**src/rtl/acc_arb_pkg.sv**
```systemverilog
// Shared types and constants for the accelerator memory arbiter.
package acc_arb_pkg;

  typedef enum logic [1:0] {IDLE, ISSUE, RD_WAIT, RESP} arb_state_t;
  typedef enum logic {OP_RD, OP_WR} op_t;

  localparam int PERF_CNT_W = 16;

endpackage

```
**src/rtl/acc_mem_arbiter_if.sv**
```systemverilog
// Accelerator request/response and Data Memory signals of the arbiter.
// master = requesters + memory side, slave = the arbiter.
interface acc_mem_arbiter_if
  import acc_arb_pkg::*;
#(
  parameter int NUM_ACC   = 4,
  parameter int ADDR_W    = 16,
  parameter int RD_DATA_W = 512,
  parameter int WR_DATA_W = 32
) ();
  logic [NUM_ACC-1:0]            acc_rd_en;
  logic [NUM_ACC*ADDR_W-1:0]     acc_rd_addr;
  logic [NUM_ACC-1:0]            acc_wr_en;
  logic [NUM_ACC*ADDR_W-1:0]     acc_wr_addr;
  logic [NUM_ACC*WR_DATA_W-1:0]  acc_wr_data;
  logic [NUM_ACC-1:0]            acc_rd_valid;
  logic [RD_DATA_W-1:0]          acc_rd_data;
  logic [NUM_ACC-1:0]            acc_wr_done;
  logic                          mem_rd_en;
  logic                          mem_wr_en;
  logic [ADDR_W-1:0]             mem_addr;
  logic [WR_DATA_W-1:0]          mem_wr_data;
  logic [RD_DATA_W-1:0]          mem_rd_data;
  logic [NUM_ACC*PERF_CNT_W-1:0] perf_grants;

  modport master (
    output acc_rd_en, acc_rd_addr, acc_wr_en, acc_wr_addr, acc_wr_data, mem_rd_data,
    input  acc_rd_valid, acc_rd_data, acc_wr_done,
    input  mem_rd_en, mem_wr_en, mem_addr, mem_wr_data, perf_grants
  );

  modport slave (
    input  acc_rd_en, acc_rd_addr, acc_wr_en, acc_wr_addr, acc_wr_data, mem_rd_data,
    output acc_rd_valid, acc_rd_data, acc_wr_done,
    output mem_rd_en, mem_wr_en, mem_addr, mem_wr_data, perf_grants
  );
endinterface

```
**src/rtl/acc_rr_picker.sv**
```systemverilog
// Combinational round-robin picker: first pending requester at or after ptr,
// wrapping modulo NUM_ACC.
module acc_rr_picker #(
  parameter int NUM_ACC = 4,
  parameter int IDX_W   = $clog2(NUM_ACC)
) (
  input  logic [NUM_ACC-1:0] req,
  input  logic [IDX_W-1:0]   ptr,
  output logic [IDX_W-1:0]   grant_idx,
  output logic               any_req
);
  int             j;
  logic [IDX_W-1:0] jj;
  logic           found;

  always_comb begin
    any_req   = |req;
    grant_idx = '0;
    found     = 1'b0;
    j         = 0;
    jj        = '0;
    for (int k = 0; k < NUM_ACC; k++) begin
      j = int'(ptr) + k;
      if (j >= NUM_ACC) j = j - NUM_ACC;
      jj = IDX_W'(j);
      if (!found && req[jj]) begin
        found     = 1'b1;
        grant_idx = jj;
      end
    end
  end
endmodule

```
**src/rtl/acc_mem_arbiter.sv**
```systemverilog
// Round-robin arbiter of NUM_ACC accelerator read/write requesters onto the
// single accelerator port of Data Memory. Optional ACC_ARB_PERF_CNT_EN adds per-acc grant counters.
module acc_mem_arbiter
  import acc_arb_pkg::*;
#(
  parameter int NUM_ACC        = 4,
  parameter int ADDR_W         = 16,
  parameter int RD_DATA_W      = 512,
  parameter int WR_DATA_W      = 32,
  parameter int MEM_RD_LATENCY = 2
) (
  input logic clk,
  input logic rst_n,
  acc_mem_arbiter_if.slave bus
);
  localparam int IDX_W = $clog2(NUM_ACC);
  localparam int CNT_W = $clog2(MEM_RD_LATENCY + 1);

  typedef struct packed {
    logic [IDX_W-1:0]     idx;
    op_t                  op;
    logic [ADDR_W-1:0]    addr;
    logic [WR_DATA_W-1:0] data;
  } req_t;

  arb_state_t           state, state_nxt;
  req_t                 cur;
  logic [IDX_W-1:0]     ptr, grant_idx;
  logic                 any_req;
  logic [NUM_ACC-1:0]   req;
  logic [CNT_W-1:0]     lat_cnt;
  logic                 lat_done;
  logic [RD_DATA_W-1:0] rd_data_q;

  assign req      = bus.acc_rd_en | bus.acc_wr_en;
  assign lat_done = (lat_cnt == CNT_W'(MEM_RD_LATENCY - 1));

  acc_rr_picker #(.NUM_ACC(NUM_ACC), .IDX_W(IDX_W)) u_picker (
    .req       (req),
    .ptr       (ptr),
    .grant_idx (grant_idx),
    .any_req   (any_req)
  );

  always_ff @(posedge clk) begin
    if (!rst_n) state <= IDLE;
    else        state <= state_nxt;
  end

  always_comb begin
    state_nxt = state;
    case (state)
      IDLE:    if (any_req) state_nxt = ISSUE;
      ISSUE:   state_nxt = (cur.op == OP_WR) ? RESP : RD_WAIT;
      RD_WAIT: if (lat_done) state_nxt = RESP;
      RESP:    state_nxt = IDLE;
      default: state_nxt = IDLE;
    endcase
  end

  // Write wins when one requester has both enables up; its read waits for a later grant.
  always_ff @(posedge clk) begin
    if (!rst_n) begin
      cur       <= '0;
      ptr       <= '0;
      lat_cnt   <= '0;
      rd_data_q <= '0;
    end else begin
      if (state == IDLE && any_req) begin
        cur.idx <= grant_idx;
        if (bus.acc_wr_en[grant_idx]) begin
          cur.op   <= OP_WR;
          cur.addr <= bus.acc_wr_addr[grant_idx*ADDR_W +: ADDR_W];
          cur.data <= bus.acc_wr_data[grant_idx*WR_DATA_W +: WR_DATA_W];
        end else begin
          cur.op   <= OP_RD;
          cur.addr <= bus.acc_rd_addr[grant_idx*ADDR_W +: ADDR_W];
          cur.data <= '0;
        end
      end
      lat_cnt <= (state == RD_WAIT) ? lat_cnt + 1'b1 : '0;
      if (state == RD_WAIT && lat_done) rd_data_q <= bus.mem_rd_data;
      if (state == RESP)
        ptr <= (cur.idx == IDX_W'(NUM_ACC - 1)) ? '0 : cur.idx + 1'b1;
    end
  end

  assign bus.acc_rd_data = rd_data_q;

  always_comb begin
    bus.mem_rd_en    = 1'b0;
    bus.mem_wr_en    = 1'b0;
    bus.mem_addr     = '0;
    bus.mem_wr_data  = '0;
    bus.acc_rd_valid = '0;
    bus.acc_wr_done  = '0;
    case (state)
      ISSUE: begin
        bus.mem_addr = cur.addr;
        if (cur.op == OP_WR) begin
          bus.mem_wr_en   = 1'b1;
          bus.mem_wr_data = cur.data;
        end else begin
          bus.mem_rd_en = 1'b1;
        end
      end
      RESP: begin
        if (cur.op == OP_RD) bus.acc_rd_valid[cur.idx] = 1'b1;
        else                 bus.acc_wr_done[cur.idx]  = 1'b1;
      end
      default: ;
    endcase
  end

`ifdef ACC_ARB_PERF_CNT_EN
  for (genvar i = 0; i < NUM_ACC; i++) begin : g_perf
    logic [PERF_CNT_W-1:0] cnt;
    always_ff @(posedge clk) begin
      if (!rst_n) cnt <= '0;
      else if (state == RESP && cur.idx == IDX_W'(i) && cnt != '1) cnt <= cnt + 1'b1;
    end
    assign bus.perf_grants[i*PERF_CNT_W +: PERF_CNT_W] = cnt;
  end
`else
  assign bus.perf_grants = '0;
`endif
endmodule
```
**src/flat_wrapper.sv**
```systemverilog
// flat-port wrapper written by rule: the top's interface ports become plain ports
module acc_mem_arbiter_flat import acc_arb_pkg::*;
#(
  parameter int NUM_ACC        = 4,
  parameter int ADDR_W         = 16,
  parameter int RD_DATA_W      = 512,
  parameter int WR_DATA_W      = 32,
  parameter int MEM_RD_LATENCY = 2
)
  (clk, rst_n, bus_acc_rd_en, bus_acc_rd_addr, bus_acc_wr_en, bus_acc_wr_addr, bus_acc_wr_data, bus_mem_rd_data, bus_acc_rd_valid, bus_acc_rd_data, bus_acc_wr_done, bus_mem_rd_en, bus_mem_wr_en, bus_mem_addr, bus_mem_wr_data, bus_perf_grants);
  acc_mem_arbiter_if #(.NUM_ACC(NUM_ACC), .ADDR_W(ADDR_W), .RD_DATA_W(RD_DATA_W), .WR_DATA_W(WR_DATA_W)) bus_i ();
  input logic clk;
  input logic rst_n;
  input wire logic [$bits(bus_i.acc_rd_en)-1:0] bus_acc_rd_en;
  input wire logic [$bits(bus_i.acc_rd_addr)-1:0] bus_acc_rd_addr;
  input wire logic [$bits(bus_i.acc_wr_en)-1:0] bus_acc_wr_en;
  input wire logic [$bits(bus_i.acc_wr_addr)-1:0] bus_acc_wr_addr;
  input wire logic [$bits(bus_i.acc_wr_data)-1:0] bus_acc_wr_data;
  input wire logic [$bits(bus_i.mem_rd_data)-1:0] bus_mem_rd_data;
  output wire logic [$bits(bus_i.acc_rd_valid)-1:0] bus_acc_rd_valid;
  output wire logic [$bits(bus_i.acc_rd_data)-1:0] bus_acc_rd_data;
  output wire logic [$bits(bus_i.acc_wr_done)-1:0] bus_acc_wr_done;
  output wire logic [$bits(bus_i.mem_rd_en)-1:0] bus_mem_rd_en;
  output wire logic [$bits(bus_i.mem_wr_en)-1:0] bus_mem_wr_en;
  output wire logic [$bits(bus_i.mem_addr)-1:0] bus_mem_addr;
  output wire logic [$bits(bus_i.mem_wr_data)-1:0] bus_mem_wr_data;
  output wire logic [$bits(bus_i.perf_grants)-1:0] bus_perf_grants;
  assign bus_i.acc_rd_en = bus_acc_rd_en;
  assign bus_i.acc_rd_addr = bus_acc_rd_addr;
  assign bus_i.acc_wr_en = bus_acc_wr_en;
  assign bus_i.acc_wr_addr = bus_acc_wr_addr;
  assign bus_i.acc_wr_data = bus_acc_wr_data;
  assign bus_i.mem_rd_data = bus_mem_rd_data;
  assign bus_acc_rd_valid = bus_i.acc_rd_valid;
  assign bus_acc_rd_data = bus_i.acc_rd_data;
  assign bus_acc_wr_done = bus_i.acc_wr_done;
  assign bus_mem_rd_en = bus_i.mem_rd_en;
  assign bus_mem_wr_en = bus_i.mem_wr_en;
  assign bus_mem_addr = bus_i.mem_addr;
  assign bus_mem_wr_data = bus_i.mem_wr_data;
  assign bus_perf_grants = bus_i.perf_grants;
  acc_mem_arbiter #(.NUM_ACC(NUM_ACC), .ADDR_W(ADDR_W), .RD_DATA_W(RD_DATA_W), .WR_DATA_W(WR_DATA_W), .MEM_RD_LATENCY(MEM_RD_LATENCY)) u_core (.clk(clk), .rst_n(rst_n), .bus(bus_i));
endmodule
```
**config.mk**
```make
export PLATFORM = sky130hd
export DESIGN_NAME = acc_mem_arbiter_flat
export DESIGN_NICKNAME = d
export VERILOG_FILES = /design/src/rtl/acc_arb_pkg.sv /design/src/rtl/acc_mem_arbiter_if.sv /design/src/rtl/acc_rr_picker.sv /design/src/rtl/acc_mem_arbiter.sv /design/src/flat_wrapper.sv
export SDC_FILE = /design/constraint.sdc
export NUM_CORES = 1
export LEC_CHECK = 0
export BUFFER_PORTS_ARGS = -buffer_cell sky130_fd_sc_hd__buf_2
export CORE_AREA = 2 2 546 548
export CTS_CLUSTER_DIAMETER = 80
export DETAILED_ROUTE_END_ITERATION = 12
export DIE_AREA = 0 0 548 550
export PLACE_DENSITY_LB_ADDON = 0.12
export SLEW_MARGIN = 20
export SYNTH_ARGS = -nofsm -noshare
export SYNTH_HDL_FRONTEND = slang
export SYNTH_SLANG_ARGS = --single-unit
```
**constraint.sdc**
```tcl
create_clock -name clk -period 2.29 [get_ports clk]
set_input_delay 0.3435 -clock clk [delete_from_list [all_inputs] [get_ports clk]]
set_output_delay 0.3435 -clock clk [all_outputs]
set_load 0.05 [all_outputs]
```
; Word level (Yosys, flattened, before mapping)
; Cells that the tools add are included.
[word_totals]
ff_bits = 569
in_bits = 778
word_cells = 92
[classes]
n_addsub = 9
order_cmp = 11
n_eq_ne = 7
shift = 3
n_mux = 40
n_bitwise = 1
n_reduce_logical = 13
[op_table]
columns = op, n
row1 = $shiftx 128x8->32, 1
row2 = $shiftx 64x7->16, 2
row3 = $mux 32, 2
row4 = $mux 49, 1
row5 = $mux 2, 11
row6 = $lt 2x3->1 const B, 6
row7 = $mux 16, 1
row8 = $mux 4, 4
row9 = $mux 1, 14
row10 = $bmux 1 s2, 5
row11 = $ge 3x3->1 const B, 3
row12 = $pmux 2 s4, 1
row13 = $sub 2x1->2 const B, 4
row14 = $add 2x2->3 const B, 2
row15 = $eq 2x2->1 const B, 3
row16 = $logic_and 1x1->1, 6
row17 = $add 2x1->2 const B, 2
row18 = $eq 2x1->1 const B, 2
row19 = $ne 2x1->1 const B, 2
row20 = $or 4x4->4, 1
row21 = $reduce_and 2->1, 2
row22 = $reduce_or 4->1, 1
row23 = $add 2x1->3 const B, 1
row24 = $ge 2x3->1 const B, 1
row25 = 4 further kinds, 6

; Depth between registers and ports, before layout
; Gate-level depths: netlist of run 1.
[depth]
word_depth = 17
depth_mapped = 10
depth_no_buf = 7

; By module
; Synthesis of run 1 repeated with hierarchy kept, for this count alone.
[hier_totals]
cells_unflattened = 2714
hier_area_um2 = 23447.5
[by_module_without_submodules]
columns = mod, n_inst, cells_each, area_per_inst_um2
row1 = acc_mem_arbiter, 1, 2699, 23369.9
row2 = acc_rr_picker, 1, 15, 77.6

; Worst setup path after synthesis of run 1
; Ideal clock, no wire load.
[synth_timing]
path_type = input to register
startpoint = in bus_acc_wr_en[2]
endpoint = reg u_core.cur[26] in the netlist's numbering
arrival_time_ns = 1.910
required_time_ns = 2.173
setup_slack_ns = 0.263
path_stages = 9
cell_sequence = nor2_2 -> o22ai_2 -> a2111o_1 -> buf_6 -> buf_6 -> and2_0 -> a211oi_1 -> a31oi_1 -> a22o_1
[synth_via]
elab_chain_len = 16
[synth_rtl]
columns = element, line_no
row1 = "start, declared", flat_wrapper.sv:16  ; input wire logic [$bits(bus_i.acc_wr_en)-1:0] bus_acc_wr_en;
row2 = branches (longest 16 deep; another with $or 4x4->4), --
row3 = "end, declared", acc_mem_arbiter.sv:27  ; req_t cur;
; Parallel ways; which one is timed is not known. The select of a mux whose other input is x is not followed.
; A chain may end at the register's enable or synchronous reset.

; Worst setup path after layout of run 1
[layout_timing]
startpoint = reg u_core.state[1]
endpoint = out bus_mem_wr_data[2]
[layout_via]
elab_chain_len = 2
[layout_rtl]
columns = element, line_no
row1 = "start, declared", acc_mem_arbiter.sv:26  ; arb_state_t state, state_nxt;
row2 = "start signal, assigned", acc_mem_arbiter.sv:47  ; else state <= state_nxt;
row3 = $eq 2x1->1, acc_mem_arbiter.sv:97  ; case (state)
row4 = $mux 32, acc_mem_arbiter.sv:97
row5 = "end, declared", flat_wrapper.sv:26  ; output wire logic [$bits(bus_i.mem_wr_data)-1:0] bus_mem_wr_data;
; No other way between the ends.

==> results of run 1 <==
[cells in the final DEF, fill, tap and decap left out, drive strengths merged, types with 2 or more instances in the layout]
cell	Yosys	routed
a31oi	34	34
ha	9	9
dlygate4sd3	0	716
conb	1	64
nand4	4	4
and3	39	39
clkbuf	172	133
nor2	17	17
nor2b	3	3
or2	2	2
mux2i	31	31
a221o	2	2
diode	0	37
o21ai	19	19
clkinv	0	18
o211ai	2	2
a22o	42	42
nor4	2	2
a311o	4	4
o2111ai	2	2
bufinv	0	6
clkinvlp	0	3
a211oi	36	36
a21oi	545	545
dfxtp	569	569
and2	57	57
inv	9	10
nand2	1163	1163
nand3	26	26
o21bai	2	2
buf	119	1536
[power by group]
group / internal, mW / total (mW) / leakage, nW / switching [mW]
Combinational: 3.67 / 8.61 / 13.3 / 4.95
Sequential: 10.4 / 10.9 / 4.59 / 0.465
Clock: 8.66 / 14.3 / 1.47 / 5.64
Total: 22.7 / 33.8 / 19.3 / 11.1
[registers in the layout, summed over array words and instances, names as in the netlist]
| signal | flops |
|---|---|
| u_core.ptr | 2 |
| u_core.lat_cnt | 2 |
| u_core.state | 2 |
| u_core.cur | 51 |
| u_core.bus.acc_rd_data | 512 |
[how the worst max path moves through the flow]
stage | cells after the start | start | end
floorplan | 9 | bus_acc_wr_en[2] | u_core.cur[26]$_SDFFE_PN0P_
global placement | 9 | bus_acc_wr_en[2] | u_core.cur[30]$_SDFFE_PN0P_
detailed placement | 9 | bus_acc_wr_en[2] | u_core.cur[30]$_SDFFE_PN0P_
CTS | 6 | u_core.state[1]$_SDFFE_PN0P_ | bus_mem_wr_data[2]
global route | 6 | u_core.state[1]$_SDFFE_PN0P_ | bus_mem_wr_data[2]
finish | 6 | u_core.state[1]$_SDFFE_PN0P_ | bus_mem_wr_data[2]
[metrics by stage]
stage | util, % | setup slack, ns
final | 15.72 | -0.05993
after global routing | 15.71 | -0.1763
after CTS | 15.61 | -0.1772
after detailed placement | 11.96 | -0.2236
after global placement | 11.96 | -0.2452
after floorplan | - | 0.2635
[final cells by class]
type                            instances  area, sq um
Multi-Input combinational cell       2118        10180
Clock inverter                         28        364.1
Inverter                                9        41.29
Sequential cell                       569        11400
Tap cell                             3939         4928
Fill cell                           34010       249100
Antenna cell                           37        92.59
Clock buffer                          128         2636
Timing Repair Buffer                 2257        16830
[routing by layer]
layer	global-route usage, %	wire length [um]	up-vias
li1	-	-	13840
met1	15.29	85090	13320
met2	18.63	83300	1159
met3	4.286	16650	205
met4	2.364	3134	50
met5	0	300	-
[cell usage after synthesis, types with 26 or more instances]
| cell type | number | area share [%] |
|---|---|---|
| buf_4 | 67 | 2.2 |
| dfxtp_1 | 569 | 51 |
| a211oi_1 | 34 | 1.1 |
| a22o_1 | 42 | 1.6 |
| clkbuf_1 | 172 | 2.9 |
| mux2i_1 | 30 | 1.3 |
| nand2_1 | 1163 | 19 |
| a21oi_1 | 544 | 12 |
| and2_1 | 41 | 1.1 |
| nand3_1 | 26 | 0.58 |
| a31oi_1 | 34 | 0.94 |
| and3_1 | 39 | 1.1 |
[cell families after synthesis]
logic type / after synthesis / synth area share, %
fa+ha+maj: 9 / 0.5001
compound gates: 700 / 17.49
buf+inv: 300 / 6.574
simple gates: 1313 / 23.32
other cells: 1 / 0.01666
flops: 569 / 50.59
mux: 32 / 1.500
[timing repair]
item                       in CTS  in global routing
gates resized for setup       141                 23
buffers inserted                7                  7
pin swaps                      10                  6
setup endpoints to repair      58                106
hold buffers                  716                  0
cloned                          4                  6
hold endpoints to repair      559                  0
[critical path: cells and delay by family (launching register included)]
kind                     cells  cell delay (ns)
AND/OR/NAND/NOR              1             0.22
buffers and inverters        4             0.51
flip-flops                   1             0.33
adder cells (fa/ha/maj)      1             0.18
==> run_results.csv, run 1 <==
group,metric,value,unit
placement,dp_cells,8155,
run,drv_cap,0,
grt,grt_pass1_wl,249.3,mm
worst_setup_path,r2r_cells,8,
die,die_width,548,um
clocking,cts_inserted_buffers,91,
grt,grt_max_degree,100,
timing,worst_pin_slew,0.6003,ns
worst_setup_path,critPathKind,"reg -> out",
worst_setup_path,cp_slowest_cell,"dfxtp_2",
clocking,root_buffer,"clkbuf_16",
worst_setup_path,worst_setup_path_end_kind,"primary output",
synthesis,synth_flop_cell,"dfxtp_1",
placement,gp_congestion,0.8350,
die,start_util,7.619,%
detailed_routing,vias,28580,
clocking,cts_max_level,3,
grt,track_usage,11.79,%
synthesis,synth-edff-count,0,
detailed_routing,initialDrtViolationCount,1403,
worst_setup_path,rrSetupSlack,0.10,ns
placement,portBuffers,1347,
power_and_ir_drop,cellPowerDensity,727.1,nW/um^2
power_and_ir_drop,power,33.79,mW
die,ios,1412,
worst_setup_path,reg2reg_from,"u_core.ptr[1]$_SDFFE_PN0P_",
layout,fin_cells,9085,
timing,maxSlewViolCount,0,
clocking,clk_pin_slew,0.05,ns
timing,clock-skew-final,0.03381,ns
worst_hold_path,whs_path_depth,3,
synthesis,synth.distinct_cells,51,
worst_hold_path,min_delay_worst_endpoint,"u_core.bus.acc_rd_data[367]$_SDFFE_PN0P_",
die,num_rows,200,
detailed_routing,first_pass_iters,5,
timing,setup_viol,41,
timing,whs,0.02762,ns
power_and_ir_drop,p_leak,19.32,nW
worst_hold_path,hold_path_class,"in -> reg",
timing,timing.fmax,425.5,MHz
detailed_routing,drc,0,
layout,finalNetCount,5833,
synthesis,postSynthAreaPerCell,7.700,sq um
detailed_routing,routed_wl,188.5,mm
worst_setup_path,worst_ep_required_time,1.95,ns
detailed_routing,drtAntennaViolNets,0,
worst_setup_path,r2r_end,"u_core.cur[45]$_SDFFE_PN0P_",
layout,drive_gt1_share,34.64,%
timing,fin_crit,2.350,ns
worst_setup_path,max_stage_delay,0.33,ns
worst_hold_path,hold_path.startpoint,"bus_mem_rd_data[367]",
die,dieArea,301400,sq um
detailed_routing,avgRoutedWirePerCell,20.75,um
synthesis,synthCells,2924,
layout,final_area,46470,sq um
synthesis,async_flop_share,0,%
timing,period_share,102.6,%
die,core_area,295500,sq um
grt,antenna_found_initial,83,
worst_setup_path,crit_fanout,6,
synthesis,ys_warn_count,0,
worst_setup_path,crit_top_cell,"buf_12",
clocking,tritoncts,"built",
clocking,cts.sinks,569,
clocking,cts_buffer_depth,4,
grt,grt.overflow.total,0,
power_and_ir_drop,ir_worst_vdd,0.4880,mV
die,chipHeight,550,um
timing,rsz0062_at_grt,"true",
synthesis,netlist_area,22520,sq um
timing,fin_ws,-0.05993,ns
layout,syn_to_final_growth,106.4,%
worst_setup_path,cp.arrival,2.01,ns
detailed_routing,avgViaCountPerCell,3.146,
outcome,violations,"negative setup slack",
outcome,run_status,"finished, violations left",
timing,slew_headroom,59.98,%
grt,grt_pass1_vias,29720,
worst_setup_path,crit_path_cell_trace,"inv_2, ha_4, buf_12, buf_16, and3_4, buf_12",
placement,dpl-instance-area,35340,sq um
synthesis,ys_seq_elements,569,
synthesis,synth-seq-area-share,50.59,%
clocking,clk_latency,0.79,ns
worst_setup_path,crit_path_start_kind,"flop",
timing,fin_setup_tns,-1.434,ns
timing,finalHoldViolations,0,
placement,hpwl,153.4,mm
Power figures use the tool's default switching activity.
==> inputs of run 2 (changes only) <==
--- a/config.mk
+++ b/config.mk
@@ -6,10 +6,10 @@
 export NUM_CORES = 1
 export LEC_CHECK = 0
 export BUFFER_PORTS_ARGS = -buffer_cell sky130_fd_sc_hd__buf_2
-export CORE_AREA = 2 2 546 548
+export CORE_AREA = 2 2 544 546
 export CTS_CLUSTER_DIAMETER = 80
 export DETAILED_ROUTE_END_ITERATION = 12
-export DIE_AREA = 0 0 548 550
+export DIE_AREA = 0 0 546 548
 export PLACE_DENSITY_LB_ADDON = 0.12
 export SLEW_MARGIN = 20
 export SYNTH_ARGS = -nofsm -noshare
==> run_results.csv, run 2 (same netlist as run 1, synthesis figures left out) <==
group,metric,value,unit
outcome,run_status,"finished, violations left",
timing,period_share,105.4,%
die,core_area,293100,sq um
timing,fin_ws,-0.1244,ns
layout,final_area,46400,sq um
timing,fin_setup_tns,-3.365,ns
die,num_rows,199,
worst_setup_path,crit_path_start_kind,"flop",
timing,finalHoldViolations,0,
clocking,cts_inserted_buffers,92,
timing,maxSlewViolCount,0,
die,ios,1412,
grt,grt_pass1_vias,29530,
power_and_ir_drop,cellPowerDensity,728.1,nW/um^2
detailed_routing,avgRoutedWirePerCell,20.93,um
clocking,clk_latency,0.79,ns
worst_setup_path,worst_setup_path_end_kind,"primary output",
worst_setup_path,r2r_end,"u_core.cur[30]$_SDFFE_PN0P_",
timing,clock-skew-final,0.04880,ns
placement,hpwl,155.3,mm
power_and_ir_drop,p_leak,19.29,nW
worst_setup_path,crit_path_end,"bus_mem_wr_data[25]",
placement,portBuffers,1347,
die,die_width,546,um
detailed_routing,drc,0,
timing,fin_crit,2.414,ns
clocking,cts_max_level,3,
detailed_routing,vias,28990,
die,chipHeight,548,um
layout,final_common_cell,"buf_2",
run,drv_cap,0,
placement,dpl-instance-area,35350,sq um
worst_setup_path,worst_ep_required_time,1.95,ns
grt,grt_max_degree,63,
worst_setup_path,crit_fanout,6,
placement,gp_congestion,0.8697,
die,dieArea,299200,sq um
layout,largest_reg_flops,512,
detailed_routing,first_pass_iters,8,
layout,drive_gt1_share,34.38,%
die,start_util,7.683,%
detailed_routing,avgViaCountPerCell,3.199,
power_and_ir_drop,power,33.78,mW
detailed_routing,drtAntennaViolNets,0,
clocking,tritoncts,"built",
layout,finalNetCount,5836,
timing,setup_viol,51,
worst_setup_path,rrSetupSlack,0.06,ns
layout,final_util,15.83,%
worst_hold_path,hold_path_class,"in -> reg",
timing,timing.fmax,414.2,MHz
grt,grt_pass1_wl,255.1,mm
timing,whs,0.09140,ns
timing,worst_pin_slew,0.5365,ns
worst_setup_path,cp.arrival,2.07,ns
layout,final_cell_mix,"buf_2, nand2_1, dlygate4sd3_1, dfxtp_1, a21oi_1",
outcome,violations,"negative setup slack",
worst_setup_path,r2r_cells,9,
detailed_routing,routed_wl,189.6,mm
worst_setup_path,critPathKind,"reg -> out",
placement,dp_cells,8138,
worst_setup_path,startpoint,"u_core.state[1]$_SDFFE_PN0P_",
power_and_ir_drop,ir_worst_vdd,0.5284,mV
grt,track_usage,12.10,%
worst_setup_path,reg2reg_from,"u_core.ptr[0]$_SDFFE_PN0P_",
grt,antenna_found_initial,89,
clocking,root_buffer,"clkbuf_16",
grt,grt.overflow.total,0,
clocking,cts.sinks,569,
clocking,clk_pin_slew,0.06,ns
timing,slew_headroom,64.24,%
detailed_routing,initialDrtViolationCount,1374,
timing,rsz0062_at_grt,"true",
clocking,cts_buffer_depth,4,
layout,fin_cells,9061,
placement,pre_cts_ws,-0.1658,ns
layout,syn_to_final_growth,106.1,%
-- run 2: cell count changes in the layout (fill, tap and decap cells not counted), sizes merged --
cell and change:
buf +2, clkbuf +2, clkinv -4, clkinvlp +1, diode -12, dlygate4sd3 +5
inv +2
-- run 2: worst min path at each step --
| stage | start | cells after the start | end |
|---|---|---|---|
| 2_1_floorplan | u_core.lat_cnt[0]$_SDFF_PN0_ | 1 | u_core.lat_cnt[0]$_SDFF_PN0_ |
| 3_3_place_gp | u_core.lat_cnt[0]$_SDFF_PN0_ | 1 | u_core.lat_cnt[0]$_SDFF_PN0_ |
| 3_5_place_dp | u_core.lat_cnt[0]$_SDFF_PN0_ | 1 | u_core.lat_cnt[0]$_SDFF_PN0_ |
| 4_1_cts | bus_acc_wr_data[57] | 4 | u_core.cur[25]$_SDFFE_PN0P_ |
| 5_1_grt | bus_acc_wr_data[57] | 4 | u_core.cur[25]$_SDFFE_PN0P_ |
| 6_report | bus_acc_wr_data[37] | 4 | u_core.cur[5]$_SDFFE_PN0P_ |
-- run 2: layer usage --
metal	wire length (um)	global-route usage, %	vias up
li1	-	-	13810
met1	86560	15.87	13670
met2	81940	18.72	1227
met3	17050	4.528	212
met4	3696	2.640	62
met5	375	0	-
-- run 2: report_power, final --
part           total (mW)  switching [mW]  internal, mW
clock network        14.1            5.58          8.52
logic                8.72            4.97          3.74
registers            11.0           0.539          10.4
total                33.8            11.1          22.7
-- run 2: cell type report --
cell class                 instances  area, sq um
antenna                           25        62.56
tap                             3919         4903
fill                           33790       246700
clock buffer                     135         2605
sequential                       569        11400
multi-input combinational       2118        10170
clock inverter                    27        332.8
inverter                           9        43.79
timing repair buffer            2259        16880
-- run 2: worst max-delay path, cell delays in order (launching register included) --
cell,delay [ns]
dfxtp_4,0.36
inv_4,0.04
ha_4,0.16
buf_12,0.13
buf_12,0.14
buf_16,0.15
and3_4,0.19
buf_12,0.14
-- run 2: timing repair --
item / 4_1_cts / 5_1_grt
setup endpoints to repair: 59 / 103
setup buffers: 8 / 2
hold buffers: 721 / 0
resized for setup: 160 / 17
gates cloned: 7 / 0
endpoints found under the hold margin: 560 / 0
pin swaps: 10 / 5
